## src/rtl/fpu_ss_mem_buffer.sv

```systemverilog
// In-order memory-metadata FIFO between the FPU subsystem controller and the load/store result path.
// Optional sticky protocol-error flag is built only when FPU_SS_MEM_BUF_ERR_EN is defined.
package fpu_ss_mem_buffer_pkg;
  typedef struct packed {
    logic       we;
    logic [4:0] rd;
    logic [3:0] core_id;
  } mem_metadata_t;
endpackage

module fpu_ss_mem_buffer
  import fpu_ss_mem_buffer_pkg::*;
#(
  parameter int unsigned DEPTH = 2,
  parameter int unsigned CNT_W = $clog2(DEPTH + 1)
) (
  input  logic             clk_i,
  input  logic             rst_i,
  input  logic             flush_i,
  input  logic             push_valid_i,
  output logic             push_ready_o,
  input  mem_metadata_t    push_data_i,
  output logic             pop_valid_o,
  input  logic             pop_ready_i,
  output mem_metadata_t    pop_data_o,
  output logic [CNT_W-1:0] usage_o,
  output logic             full_o,
  output logic             empty_o,
  output logic             err_o
);

  localparam int unsigned PTR_W = (DEPTH > 1) ? $clog2(DEPTH) : 1;
  localparam logic [PTR_W-1:0] LAST_PTR = PTR_W'(DEPTH - 1);

  mem_metadata_t    mem [DEPTH];
  logic [PTR_W-1:0] wr_ptr;
  logic [PTR_W-1:0] rd_ptr;
  logic [CNT_W-1:0] cnt;
  logic             full;
  logic             empty;
  logic             push;
  logic             pop;

  function automatic logic [PTR_W-1:0] ptr_inc(input logic [PTR_W-1:0] p);
    return (p == LAST_PTR) ? '0 : p + PTR_W'(1);
  endfunction

  // Handshakes use only registered occupancy, so push_ready_o never sees pop_ready_i.
  always_comb begin
    full  = (cnt == CNT_W'(DEPTH));
    empty = (cnt == '0);
    push  = push_valid_i & ~full;
    pop   = pop_ready_i & ~empty;
  end

  always_ff @(posedge clk_i or posedge rst_i) begin
    if (rst_i) begin
      wr_ptr <= '0;
      rd_ptr <= '0;
      cnt    <= '0;
    end else if (flush_i) begin
      wr_ptr <= '0;
      rd_ptr <= '0;
      cnt    <= '0;
    end else begin
      if (push) wr_ptr <= ptr_inc(wr_ptr);
      if (pop)  rd_ptr <= ptr_inc(rd_ptr);
      case ({push, pop})
        2'b10:   cnt <= cnt + CNT_W'(1);
        2'b01:   cnt <= cnt - CNT_W'(1);
        default: cnt <= cnt;
      endcase
    end
  end

  // Payload is never cleared; the empty mask on pop_data_o hides stale entries.
  always_ff @(posedge clk_i) begin
    if (push && !flush_i) mem[wr_ptr] <= push_data_i;
  end

  always_comb begin
    push_ready_o = ~full;
    pop_valid_o  = ~empty;
    pop_data_o   = empty ? '0 : mem[rd_ptr];
    usage_o      = cnt;
    full_o       = full;
    empty_o      = empty;
  end

`ifdef FPU_SS_MEM_BUF_ERR_EN
  logic err_q;

  always_ff @(posedge clk_i or posedge rst_i) begin
    if (rst_i) begin
      err_q <= 1'b0;
    end else if (flush_i) begin
      err_q <= 1'b0;
    end else if ((pop_ready_i && empty) || (push_valid_i && full)) begin
      err_q <= 1'b1;
    end
  end

  assign err_o = err_q;
`else
  assign err_o = 1'b0;
`endif

endmodule

```

## config.mk

```make
export PLATFORM = sky130hd
export DESIGN_NAME = fpu_ss_mem_buffer
export DESIGN_NICKNAME = d
export VERILOG_FILES = /design/src/rtl/fpu_ss_mem_buffer.sv
export SDC_FILE = /design/constraint.sdc
export NUM_CORES = 1
export LEC_CHECK = 0
export CELL_PAD_IN_SITES_DETAIL_PLACEMENT = 0
export CELL_PAD_IN_SITES_GLOBAL_PLACEMENT = 1
export CORE_MARGIN = 3
export CORE_UTILIZATION = 25
export CTS_CLUSTER_DIAMETER = 40
export DETAILED_ROUTE_END_ITERATION = 7
export PLACE_DENSITY = 0.54
export SKIP_LAST_GASP = 1
export SYNTH_ARGS = -nofsm -noshare
export SYNTH_HDL_FRONTEND = slang
export SYNTH_SLANG_ARGS = --single-unit
```

## constraint.sdc

```tcl
create_clock -name clk_i -period 2.2 [get_ports clk_i]
set_clock_uncertainty 0.05 [all_clocks]
set_input_delay 0.44 -clock clk_i [delete_from_list [all_inputs] [get_ports clk_i]]
set_output_delay 0.44 -clock clk_i [all_outputs]
set_load 0.01 [all_outputs]
```

Word level (Yosys, flattened, before mapping)
Memory sizes are Yosys's and may differ from the RTL's.
Cells that the tools add are included.
Widths: inputs -> output; s select.
Word-level totals
  bits in registers: 4
  RAM bits: 20
  input bits: 15
  output and inout bits: 17
  logic and storage cells: 32
  memories: 1
Memories
  mem: words 2, width 10, rd ports 1, clocked after memory_dff 0, write ports 1, line 35  | mem_metadata_t mem [DEPTH];
Cells by class
  $add $sub $neg: 4
  eq/ne operators: 3
  muxes and demuxes: 11
  bitwise logic cells: 4
  reduce and logical (&&, ||, !) cells: 6
Operators by type and width (number)
  $mux 10: 1
  $mux 1: 8
  $eq 2x2->1 const B: 2
  $pmux 2 s2: 1
  $reduce_bool 2->1: 2
  $reduce_bool 3->1: 1
  $add 1x1->1 const B: 2
  $add 2x1->2 const B: 1
  $and 1x1->1: 2
  $eq 2x1->1 const B: 1
  $logic_not 2->1: 1
  $mux 2: 1
  $not 1->1: 2
  $sub 2x1->2 const B: 1
  $logic_and 1x1->1: 1
  $logic_not 1->1: 1

Depth between registers and ports, before layout
Gate-level depths: netlist of run 1.
  depth in word-level cells: 6
  mapped depth: 4
  gate-level depth less buffers: 4

Worst setup path after synthesis of run 1
Ideal clock, no wire load.
  path type: register -> register
  start: reg cnt[0] (netlist: usage_o[0])
  end: mem mem[1][0] (netlist name), enable pin
  setup time: 0.392 ns
  arrival: 1.537 ns
  required time: 1.758 ns
  path slack: 0.221 ns
  stages on the path, launching flop included: 4
  buffers on the path: 0
  period minus slack after synthesis: 1.979 ns
  cell sequence: dfrtp_1 -> nand2b_4 -> nand2_1 -> nor3b_1
On the way
  longest elaborated chain between the ends: 6
Ends and longest elaborated chain
  from (decl): line 38  | logic [CNT_W-1:0] cnt;
  from (signal assigned): line 69  | 2'b10: cnt <= cnt + CNT_W'(1);
  from (signal assigned): line 70  | 2'b01: cnt <= cnt - CNT_W'(1);
  from (signal assigned): line 71  | default: cnt <= cnt;
  $eq 2x2->1: line 50  | full = (cnt == CNT_W'(DEPTH));
  $not 1->1
  via push_ready_o: line 21  | output logic push_ready_o,
  $and 1x1->1: line 52  | push = push_valid_i & ~full;
  $logic_and 1x1->1: line 78  | if (push && !flush_i) mem[wr_ptr] <= push_data_i;
  $mux 1: line 78
  $mux 1 (implied by the code): line 78
  to (decl): line 35
The timed path passes the listed nets, and every way through them passes these cells.

==> impl.org, run 1 <==
** Synthesis
- Async S/R FF share, synth :: between 10% and 20%
- After synthesis, the cell types taking the most area are sky130_fd_sc_hd__edfxtp_1 (60%), sky130_fd_sc_hd__mux2i_1 (11%), sky130_fd_sc_hd__dfrtp_1 (10%), sky130_fd_sc_hd__nor2_1 (4.5%), sky130_fd_sc_hd__a21oi_1 (2.0%).
- Count of flip-flops with a built-in enable after synthesis :: 20
- Synthesized net count :: 87
- Area share of the largest cell type after synthesis :: between 50% and 60%
- Most frequently used flop master after synthesis :: sky130_fd_sc_hd__edfxtp_1
- Sequential cell area fraction in the yosys report :: about 70%
- The synthesized design contains 24 register bits.
- Mapped Cells :: between 70 and 80
- Number of warnings reported in the yosys synthesis log :: 0
- A synthesized cell averages approximately 14 µm².
- Cell type with the highest aggregate area in the netlist :: sky130_fd_sc_hd__edfxtp_1
- Counting instances in the post-synthesis netlist gives the leading cell types as sky130_fd_sc_hd__edfxtp_1 (20), sky130_fd_sc_hd__nor2_1 (12), sky130_fd_sc_hd__mux2i_1 (11), sky130_fd_sc_hd__a21oi_1 (4), sky130_fd_sc_hd__dfrtp_1 (4).
- Most frequent cell after synthesis :: sky130_fd_sc_hd__edfxtp_1
- The cell area that synthesis handed to floorplanning was roughly 1000 µm².
- Distinct cell type count of the synthesized netlist :: 21

** Run
- Max-cap violations in this run came to 0.

** Drt
- Vias per std cell :: 4.14
- The routed layout has 641 vias.
- The first TritonRoute pass finished after 2 iterations.
- Dividing the detail-routed wire length by the instance count gives 12.4 µm.
- DRT antenna net count :: 0
- After the first detailed-routing iteration, the DRC count stood at 18.
- For this block, the routed nets add up to ~1900 µm of wire.
- After detailed routing, the number of remaining DRC violations is 0.

** Setup path
- The signal on the critical path passes through mux2i_1, nor2_1, clkdlybuf4s50_1.
- In this run the critical register-to-register path is launched from usage_o[1]$_DFFE_PP0P_.
- Family with the most delay on the worst path :: flip-flops
- Worst reg2reg path endpoint :: mem[1][9]$_DFFE_PP_
- Worst Setup Path Type :: register to output port
- The slowest stage of the critical path belongs to the cell sky130_fd_sc_hd__dfrtp_4.
- STA classifies the critical path endpoint as an output port.
- Of all nets on the critical path, the largest fanout is 11.
- Critical path required time :: about 1.7 ns
- STA classifies the critical path startpoint as a register.
- The setup check on the worst reg-to-reg path leaves a slack of about 0.75 ns.
- Arrival time reported for the critical path endpoint :: 1.63 ns
- Cells on worst reg2reg path :: 5
- For this run, the slowest stage of the critical path takes between 0.5 and 0.6 ns.
- Crit. path cell count :: 3
- Counting both buffers and inverters, the worst setup path holds a total of 1.

** Die
- From left edge to right edge, the die measures a little under 70 µm.
- Starting Density :: 26.6%
- Total Die Area :: about 4800 µm²
- After floorplanning, the core was divided into 22 placement rows.
- Core area :: between 3000 and 4000 µm²
- Count of boundary I/O pins :: 32
- Measured along the y axis, the die boundary spans about 69 µm.

** Global routing
- Global-route wire length before repair :: about 3200 µm
- Largest net degree at the start of global routing :: 15
- The number of global-route vias before repair is approximately 670.
- All-Layer GR Usage :: 8.50%
- Aggregate global routing overflow :: 0
- Number of antenna violations at the first check in global routing :: 0

** Clocking
- Number of buffers inserted by post-CTS setup repair :: 0
- The clock passes through at most 2 buffers.
- The clock net in this run drives a total of 24 sinks.
- The tree is rooted in a sky130_fd_sc_hd__clkbuf_8.
- The clock reaches the later pin of the worst-skew pair after about 0.26 ns.
- CTS tree :: built
- Clock-pin slew was measured on the worst setup and hold paths at approximately 0.08 ns.
- H-tree Lvls :: 1
- TritonCTS created 3 clock buffers.

** Power and ir drop
- Ratio of total power to cell area :: around 720 nW/µm²
- Net switching is about a fifth of the power.
- The design draws around 1.1 mW.
- Peak VDD IR :: about 0.00035 V
- Int Power :: about 850 µW
- The clock network is responsible for a little over a third of the overall power.
- Combinational power share :: between 10% and 20%
- Leakage power total :: 0.517 nW
- In this run, flip-flops and latches consume between 50% and 60% of the power.
- The analysis attributes to net switching a power of around 210 µW.

** Outcome
- Status :: finished, final reports clean

** Finish
- From synthesis to final layout, the design area changed by 45.7%.
- Cells with a size suffix above 1 make up about 14% of the layout.
- Antenna diodes :: 0
- The net count of the finished layout is about 120.

** Place
- The count of buffers added on input and output ports is 30.
- Post-placement setup slack :: about 0.15 ns
- At the end of routability-driven placement, the weighted congestion stood at 0.679.
- Half-perimeter wire length after placement :: roughly 1400 µm

** STA
- Number of endpoints with negative hold slack in the final report :: 0
- Setup violations remaining at the end of the flow were counted as 0.
- Derived from the worst setup path, the maximum achievable clock frequency is ~470 MHz.
- Summed over all failing endpoints, the final setup total negative slack is 0 ns.
- Final critical delay including setup and external delays :: 2.12 ns
- Number of slew-limit violations in the final report :: 0
- Portion of the clock cycle consumed by the worst path in the final layout :: a little under 100%
- Setup slack on the critical path of the routed design comes to just over 0.08 ns.
- Hold WS :: 0.310 ns
- Setup repair after global routing could not meet its margin everywhere.

** Min path
- In this run the worst hold path is classified as primary input to asynchronous set/reset pin.
## per-layer routing
metal	part of all wire, %	global-route usage, %	vias to the layer above
met5	0	0	-
met4	1.0	3.90	0
met1	46	10.7	300
met2	49	13.9	16
li1	-	-	323
met3	4.0	1.74	2
## sequential cells by signal, indices dropped and copies added (netlist names)
register,cells
rd_ptr,1
usage_o,2
wr_ptr,1
mem,20
## metrics by stage
stage | utilization [%] | area [µm²] | std cells
2_1_floorplan | - | 1000 | 72
4_1_cts | 38.7 | 1460 | 155
3_3_place_gp | 36.8 | 1390 | 151
3_5_place_dp | 36.8 | 1390 | 151
5_1_grt | 38.8 | 1460 | 155
6_report | 38.8 | 1460 | 155
## power groups by stage
| stage | logic [mW] | registers, mW | clock network [mW] |
|---|---|---|---|
| final | 0.152 | 0.531 | 0.377 |
| after global routing | 0.167 | 0.534 | 0.404 |
| after CTS | 0.155 | 0.530 | 0.389 |
| after detailed placement | 0.155 | 0.540 | 0 |
| after global placement | 0.155 | 0.540 | 0 |
| after floorplan | 0.0709 | 0.532 | 0 |
## layout make-up
| type | count | area, µm² |
|---|---|---|
| Clock inverter | 1 | 30.0 |
| Sequential cell | 24 | 706 |
| Fill cell | 364 | 2310 |
| Clock buffer | 3 | 41.3 |
| Tap cell | 48 | 60.1 |
| Multi-Input combinational cell | 41 | 282 |
| Inverter | 4 | 15.0 |
| Timing Repair Buffer | 34 | 330 |
## worst max path at each step
stage	startpoint	to	slack, ns
after CTS	usage_o[0]$_DFFE_PP0P_	pop_data_o[7]	0.05
final	rd_ptr$_DFFE_PP0P_	pop_data_o[0]	0.08
after global routing	rd_ptr$_DFFE_PP0P_	pop_data_o[4]	-0.01
after global placement	rd_ptr$_DFFE_PP0P_	pop_data_o[5]	0.16
after detailed placement	rd_ptr$_DFFE_PP0P_	pop_data_o[4]	0.15
after floorplan	usage_o[0]$_DFFE_PP0P_	mem[1][0]$_DFFE_PP_	0.22
## cells in the final DEF (no fill, tap or decap), drive strengths merged
master	instances
a21o	1
a21oi	4
buf	4
bufinv	1
clkbuf	3
clkdlybuf4s50	30
conb	1
dfrtp	4
edfxtp	20
inv	4
mux2i	11
nand2	1
nand2b	1
nand3b	1
nor2	12
nor3	1
nor3b	2
o211ai	1
o21ai	2
or2	1
or3	1
xor2	1
## cell families after synthesis
| logic type | synth area share [%] |
|---|---|
| AO/OA/AOI/OAI | 4.61 |
| XOR/XNOR | 0.872 |
| buffers and inverters | 3.24 |
| flip-flops | 69.7 |
| multiplexers | 11.0 |
| other | 0.373 |
| AND/OR/NAND/NOR | 10.2 |
## timing repair
item                                    in CTS  in global routing
gates resized for setup                      1                  2
hold buffers                                 0                  0
endpoints found under the setup margin      10                  9
Power figures use the tool's default switching activity.
==> run 2: changes to the inputs <==
- DONT_BUFFER_PORTS: unset -> 1
- PLACE_DENSITY: 0.54 -> 0.41
==> impl.org, run 2 (synthesis gave the netlist of run 1 again) <==
** Drt
- DRT antenna net count :: 0
- Summing over every cut layer, the via total after detailed routing is 545.
- The final layout contains routed wiring with a total length of 1770 µm.
- DRC marker count from the first detailed-route iteration :: 13
- After detailed routing, the number of remaining DRC violations is 0.
- In the final routed layout, each cell accounts on average for 14.2 µm.
- Vias per std cell :: approximately 4.4
- Before antenna repair, the detailed router went through 4 iterations.

** STA
- Portion of the clock cycle consumed by the worst path in the final layout :: a little under nine tenths
- Setup violations remaining at the end of the flow were counted as 0.
- The number of pins exceeding their max-slew limit in the final report came to 0.
- Peak clock frequency supported by timing :: approximately 530 MHz
- Setup repair after global routing left no endpoint under its margin.
- For the pin with the worst max-slew slack, the measured transition is ~0.62 ns.
- Final critical delay including setup and external delays :: roughly 1.9 ns
- The number of hold violations in the final report came to 0.
- Headroom to the max-slew limit came out at about 60%.
- Post-route setup TNS :: 0 ns

** Global routing
- Entering global routing, the biggest net connects 14 pins.
- The initial antenna violation count came to 0.
- The total overflow left after global routing is 0.
- All-Layer GR Usage :: under 10%
- The first global-routing pass estimated 2890 µm of wire.
- Vias in the first global route :: 567

** Place
- Input and output buffers added on the ports amount to 0.
- At the end of routability-driven placement, the weighted congestion stood at ~0.64.
- In this run, placement finished with an instance count of 120.
- After legalization and detailed placement, the total HPWL measured ~1300 µm.

** Setup path
- The worst register-to-register path has a setup slack of about 0.67 ns.
- Cells along the critical path :: mux2i_1, nor2_1
- The number of buffers and inverters on the critical path is 0.
- At the worst endpoint, the arrival time is 1.39 ns.
- First element of the critical path :: rd_ptr$_DFFE_PP0P_
- Launching point of the worst reg2reg path :: usage_o[0]$_DFFE_PP0P_
- In this design, the stage delay of the slowest critical-path cell is around 0.74 ns.
- Cells on worst reg2reg path :: 4
- Crit. End Element :: output port
- STA classifies the critical path startpoint as a register.
- In this run the critical register-to-register path is captured at mem[1][9]$_DFFE_PP_.
- CP Capture Point :: pop_data_o[7]
- Critical path required time :: between 1.5 and 2 ns
- CP Max Fanout :: 11
- The critical path runs through a total of 2 cells.
- Worst path slowest cell :: sky130_fd_sc_hd__dfrtp_1
- Family with the most delay on the worst path :: flip-flops
- The worst setup path is of the register to output port kind.

** Die
- The die covers 4820 µm².
- Starting Density :: between 20% and 30%
- Die Wd :: between 60 and 70 µm
- For this design the top-level I/O count stands at 32.
- Y dimension of the die :: around 69 µm
- Standard-cell row count :: 22
- Core area :: ~3800 µm²

** Power and ir drop
- Leakage power total :: 0.393 nW
- Peak VDD IR :: between 0.00015 and 0.0002 V
- Ratio of total power to cell area :: around 760 nW/µm²
- Post-route total power :: around 860 µW

** Clocking
- CTS tree :: built
- Clock Tree Buf Depth :: 2
- At the later pin of the worst-skew pair, clock insertion delay measures between 0.2 and 0.3 ns.
- Reg clk slew, reported paths :: ~0.080 ns
- CTS built an H-tree with a depth of 1.
- Number of buffers created by CTS :: 3
- CTS Root Buffer Type :: sky130_fd_sc_hd__clkbuf_8
- For this design, the sink count on the clock tree is 24.

** Finish
- After filler insertion, the fill cell instance count of the layout stands at around 380.
- The top cell types in the final layout, fill and taps aside, are sky130_fd_sc_hd__edfxtp_1 (20), sky130_fd_sc_hd__nor2_1 (12), sky130_fd_sc_hd__mux2i_1 (11), sky130_fd_sc_hd__a21oi_1 (4), sky130_fd_sc_hd__dfrtp_1 (4).
- The finished layout holds 125 standard cells, fillers aside.
- Antenna diodes :: 0
- Max FFs per register :: 20
- Number of nets in the finished design :: 93
- Area of combinational cells with multiple inputs :: 282 µm²
- Ratio of cells with drive above 1 in the final layout :: around 14%
- The register with the most flip-flops in the final layout is mem.
- Area overhead of the layout relative to synthesis :: 13.0%
- Commonest non-fill, non-tap cell in the layout :: sky130_fd_sc_hd__edfxtp_1
- In the final layout, flip-flops and latches occupy 701 µm².

** Run
- Max_cap viols :: 0

** Min path
- The tightest min-delay check is of the primary input to register type.

** Outcome
- Status :: finished, final reports clean
run 2: changes by cell type in the layout (fill, tap and decap cells not counted), sizes merged:
cell	previous run	this run
buf	4	3
bufinv	1	0
clkbuf	3	4
clkdlybuf4s50	30	0
dlygate4sd3	0	1
run 2: per-stage QoR:
step                      area, µm²  setup WS, ns  hold slack (ns)  util [%]
after floorplan                1000         0.221            0.156         -
after global placement         1080         0.566            0.186      28.6
after detailed placement       1080         0.544            0.181      28.6
after CTS                      1130         0.250            0.176      30.1
after global routing           1130         0.173            0.172      30.1
final                          1130         0.323            0.185      30.1
run 2: layout make-up:
class,instances,share of cell area [%]
clock buffer,4,3.97
inverter,4,1.32
sequential,24,61.7
tap,48,5.29
timing repair buffer,4,2.87
multi-input combinational,41,24.8
run 2: worst min-delay path by stage:
stage / endpoint / cells past startpoint / startpoint / slack [ns]
2_1_floorplan: rd_ptr$_DFFE_PP0P_ / 1 / rst_i / 0.16
3_3_place_gp: wr_ptr$_DFFE_PP0P_ / 1 / rst_i / 0.19
3_5_place_dp: wr_ptr$_DFFE_PP0P_ / 1 / rst_i / 0.18
4_1_cts: usage_o[0]$_DFFE_PP0P_ / 1 / flush_i / 0.18
5_1_grt: usage_o[0]$_DFFE_PP0P_ / 1 / flush_i / 0.17
6_report: usage_o[0]$_DFFE_PP0P_ / 1 / flush_i / 0.19
run 2: power breakdown:
part / leakage (nW) / internal [mW] / switching [mW]
sequential: 0.237 / 0.513 / 0.0190
combinational: 0.134 / 0.0331 / 0.0450
clock: 0.0228 / 0.129 / 0.124
run 2: per-layer routing:
layer	routed length, µm	track usage (%)	vias up
met4	14	3.90	0
li1	-	-	264
met2	916	13.2	19
met5	0	0	-
met1	660	8.42	260
met3	177	3.19	2
run 2: worst reg2reg max path, cell delays in order (launching register included):
cell                       delay, ns
sky130_fd_sc_hd__dfrtp_1        0.50
sky130_fd_sc_hd__nand2b_4       0.23
sky130_fd_sc_hd__nand2_1        0.10
sky130_fd_sc_hd__nor3b_2        0.15
sky130_fd_sc_hd__buf_4          0.21
run 2: timing repair:
item	4_1_cts	5_1_grt
hold buffers	1	0
hold endpoints to repair	4	0
resized for setup	0	0
buffers inserted	0	0
==> run 3: changes to the inputs <==
- CORE_ASPECT_RATIO: unset -> 1.2
==> impl.org, run 3 (synthesis gave the netlist of run 1 again) <==
** Outcome
- Status :: finished, final reports clean

** Place
- Input and output buffers added on the ports amount to 0.
- Weighted congestion at the end of routability-driven global placement :: approximately 0.64
- Detailed placement ended at an HPWL of ~1300 µm.
- Summing all placed instances gives a cell area of 1090 µm².

** Drt
- # DRC :: 0
- DRC marker count from the first detailed-route iteration :: 24
- In the final routed layout, each cell accounts on average for 14.5 µm.
- DRT antenna net count :: 0
- Number of optimization iterations in the first detailed-route pass :: 4
- Total length of routed wires :: around 1900 µm
- Vias per std cell :: ~4.4
- The detailed router placed approximately 570 vias in this run.

** Die
- Y dimension of the die :: roughly 75 µm
- Starting Density :: 26.8%
- The initialized floorplan defines 24 standard-cell rows.
- Die Wd :: 63.9 µm
- Count of boundary I/O pins :: 32
- Total Die Area :: around 4800 µm²
- The core region is ~3800 µm².

** Finish
- Final core utilization :: between 30% and 40%
- The top cell types in the final layout, fill and taps aside, are sky130_fd_sc_hd__edfxtp_1 (20), sky130_fd_sc_hd__nor2_1 (12), sky130_fd_sc_hd__mux2i_1 (11).
- Biggest register :: mem
- Leaving out fill and tap cells, the most frequent cell in the layout is sky130_fd_sc_hd__edfxtp_1.
- Antenna diodes :: 0
- After routing the design area is roughly 1200 µm².
- Of the cells placed in the final design, the portion with a size suffix greater than 1 is between 15 and 20%.
- Max FFs per register :: 20
- For this run, the post-layout net count is 94.
- Area overhead of the layout relative to synthesis :: 15.2%

** Clocking
- The cell sitting at the root of the clock tree is a sky130_fd_sc_hd__clkbuf_8.
- Number of buffers inserted by post-CTS setup repair :: 0
- H-tree Lvls :: 1
- Counting along the longest clock path gives a buffer depth of 2.
- CTS tree :: built
- Reg clk slew, reported paths :: 0.08 ns
- Number of buffers created by CTS :: 3
- Worst-Skew Late Latency :: approximately 0.26 ns
- Clk sinks :: 24

** Power and ir drop
- Of the total power, registers draw between 50% and 60%.
- For this design the total switching power over the nets is around 190 µW.
- In this run the power density over the cells is about 780 nW/µm².
- Across the VDD grid, the largest voltage drop is between 0.0002 and 0.00025 V.
- The internal power of the cells totals 707 µW.
- Of the total power, combinational logic draws 9.6%.
- Leakage power total :: around 0.40 nW
- In this run switching power makes up a little over a fifth of total power.
- The clock network accounts for around a third of the total power.

** STA
- RSZ-0062 raised after global routing :: no
- Final critical delay including setup and external delays :: 1.83 ns
- The number of hold violations in the final report came to 0.
- After layout, the worst path uses between 80% and 90% of the clock period.
- Setup violations remaining at the end of the flow were counted as 0.
- Peak clock frequency supported by timing :: around 550 MHz
- The number of pins exceeding their max-slew limit in the final report is 0.
- Post-route setup TNS :: 0 ns

** Setup path
- Critical path required time :: ~1.7 ns
- Critical Path Source Type :: register
- Data arrives at the worst endpoint at 1.34 ns.
- Crit. End Element :: output port
- The setup path with the least slack is of type register to output port.
- CP Max Fanout :: 12

** Global routing
- The number of global-route vias before repair was 608.
- Largest net degree at the start of global routing :: 14
- Global-route wire length before repair :: between 2000 and 3000 µm
- Aggregate global routing overflow :: 0
- All-Layer GR Usage :: under 10%
- Number of antenna violations at the first check in global routing :: 0

** Min path
- The worst hold path belongs to the class primary input to register.

** Run
- Across the run, the number of max-cap violations was 0.
run 3: critical path, stage by stage (launching register included):
cell,delay [ns]
sky130_fd_sc_hd__dfrtp_1,0.55
sky130_fd_sc_hd__nor2_1,0.09
sky130_fd_sc_hd__buf_4,0.20
sky130_fd_sc_hd__nor2_1,0.23
run 3: through the flow:
stage | cells | total power, mW | hold slack [ns] | worst slack (ns)
after floorplan | 72 | 0.603 | 0.156 | 0.221
after global placement | 125 | 0.626 | 0.190 | 0.619
after detailed placement | 125 | 0.626 | 0.188 | 0.632
after CTS | 130 | 0.920 | 0.172 | 0.359
after global routing | 130 | 0.948 | 0.163 | 0.268
final | 130 | 0.902 | 0.180 | 0.368
run 3: power by group through the flow:
stage | combinational, mW | sequential, mW | clock [mW]
final | 0.0863 | 0.527 | 0.288
after detailed placement | 0.0882 | 0.538 | 0
after global routing | 0.0983 | 0.530 | 0.320
after floorplan | 0.0709 | 0.532 | 0
after global placement | 0.0876 | 0.538 | 0
after CTS | 0.0899 | 0.527 | 0.303
run 3: repair_timing:
| item | CTS | global route |
|---|---|---|
| hold buffers | 1 | 0 |
| endpoints found under the hold margin | 4 | 0 |
| gates resized for setup | 0 | 0 |
run 3: metal layers:
metal  track usage [%]  wire length [µm]  vias to the layer above
li1                  -                 -                      265
met1              8.74               675                      270
met2              14.0               928                       33
met3              4.13               248                        4
met4              5.76                36                        0
met5                 0                 0                        -
run 3: worst paths after layout:
path	from	endpoint	slack, ns	cells after the start
min in group asynchronous	rst_i	usage_o[0]$_DFFE_PP0P_	0.44	2
setup / recovery	usage_o[1]$_DFFE_PP0P_	pop_data_o[5]	0.37	3
setup reg to reg	usage_o[0]$_DFFE_PP0P_	mem[1][5]$_DFFE_PP_	0.63	4
hold reg to reg	wr_ptr$_DFFE_PP0P_	wr_ptr$_DFFE_PP0P_	0.54	2
hold / removal	flush_i	rd_ptr$_DFFE_PP0P_	0.18	1
max in group asynchronous	rst_i	wr_ptr$_DFFE_PP0P_	1.49	2
run 3: layout make-up:
type	instances	area (µm²)
Fill cell	377	2600
Tap cell	52	65.1
Clock buffer	4	55.1
Timing Repair Buffer	5	40.0
Sequential cell	24	701
Multi-Input combinational cell	41	282
Inverter	4	15.0
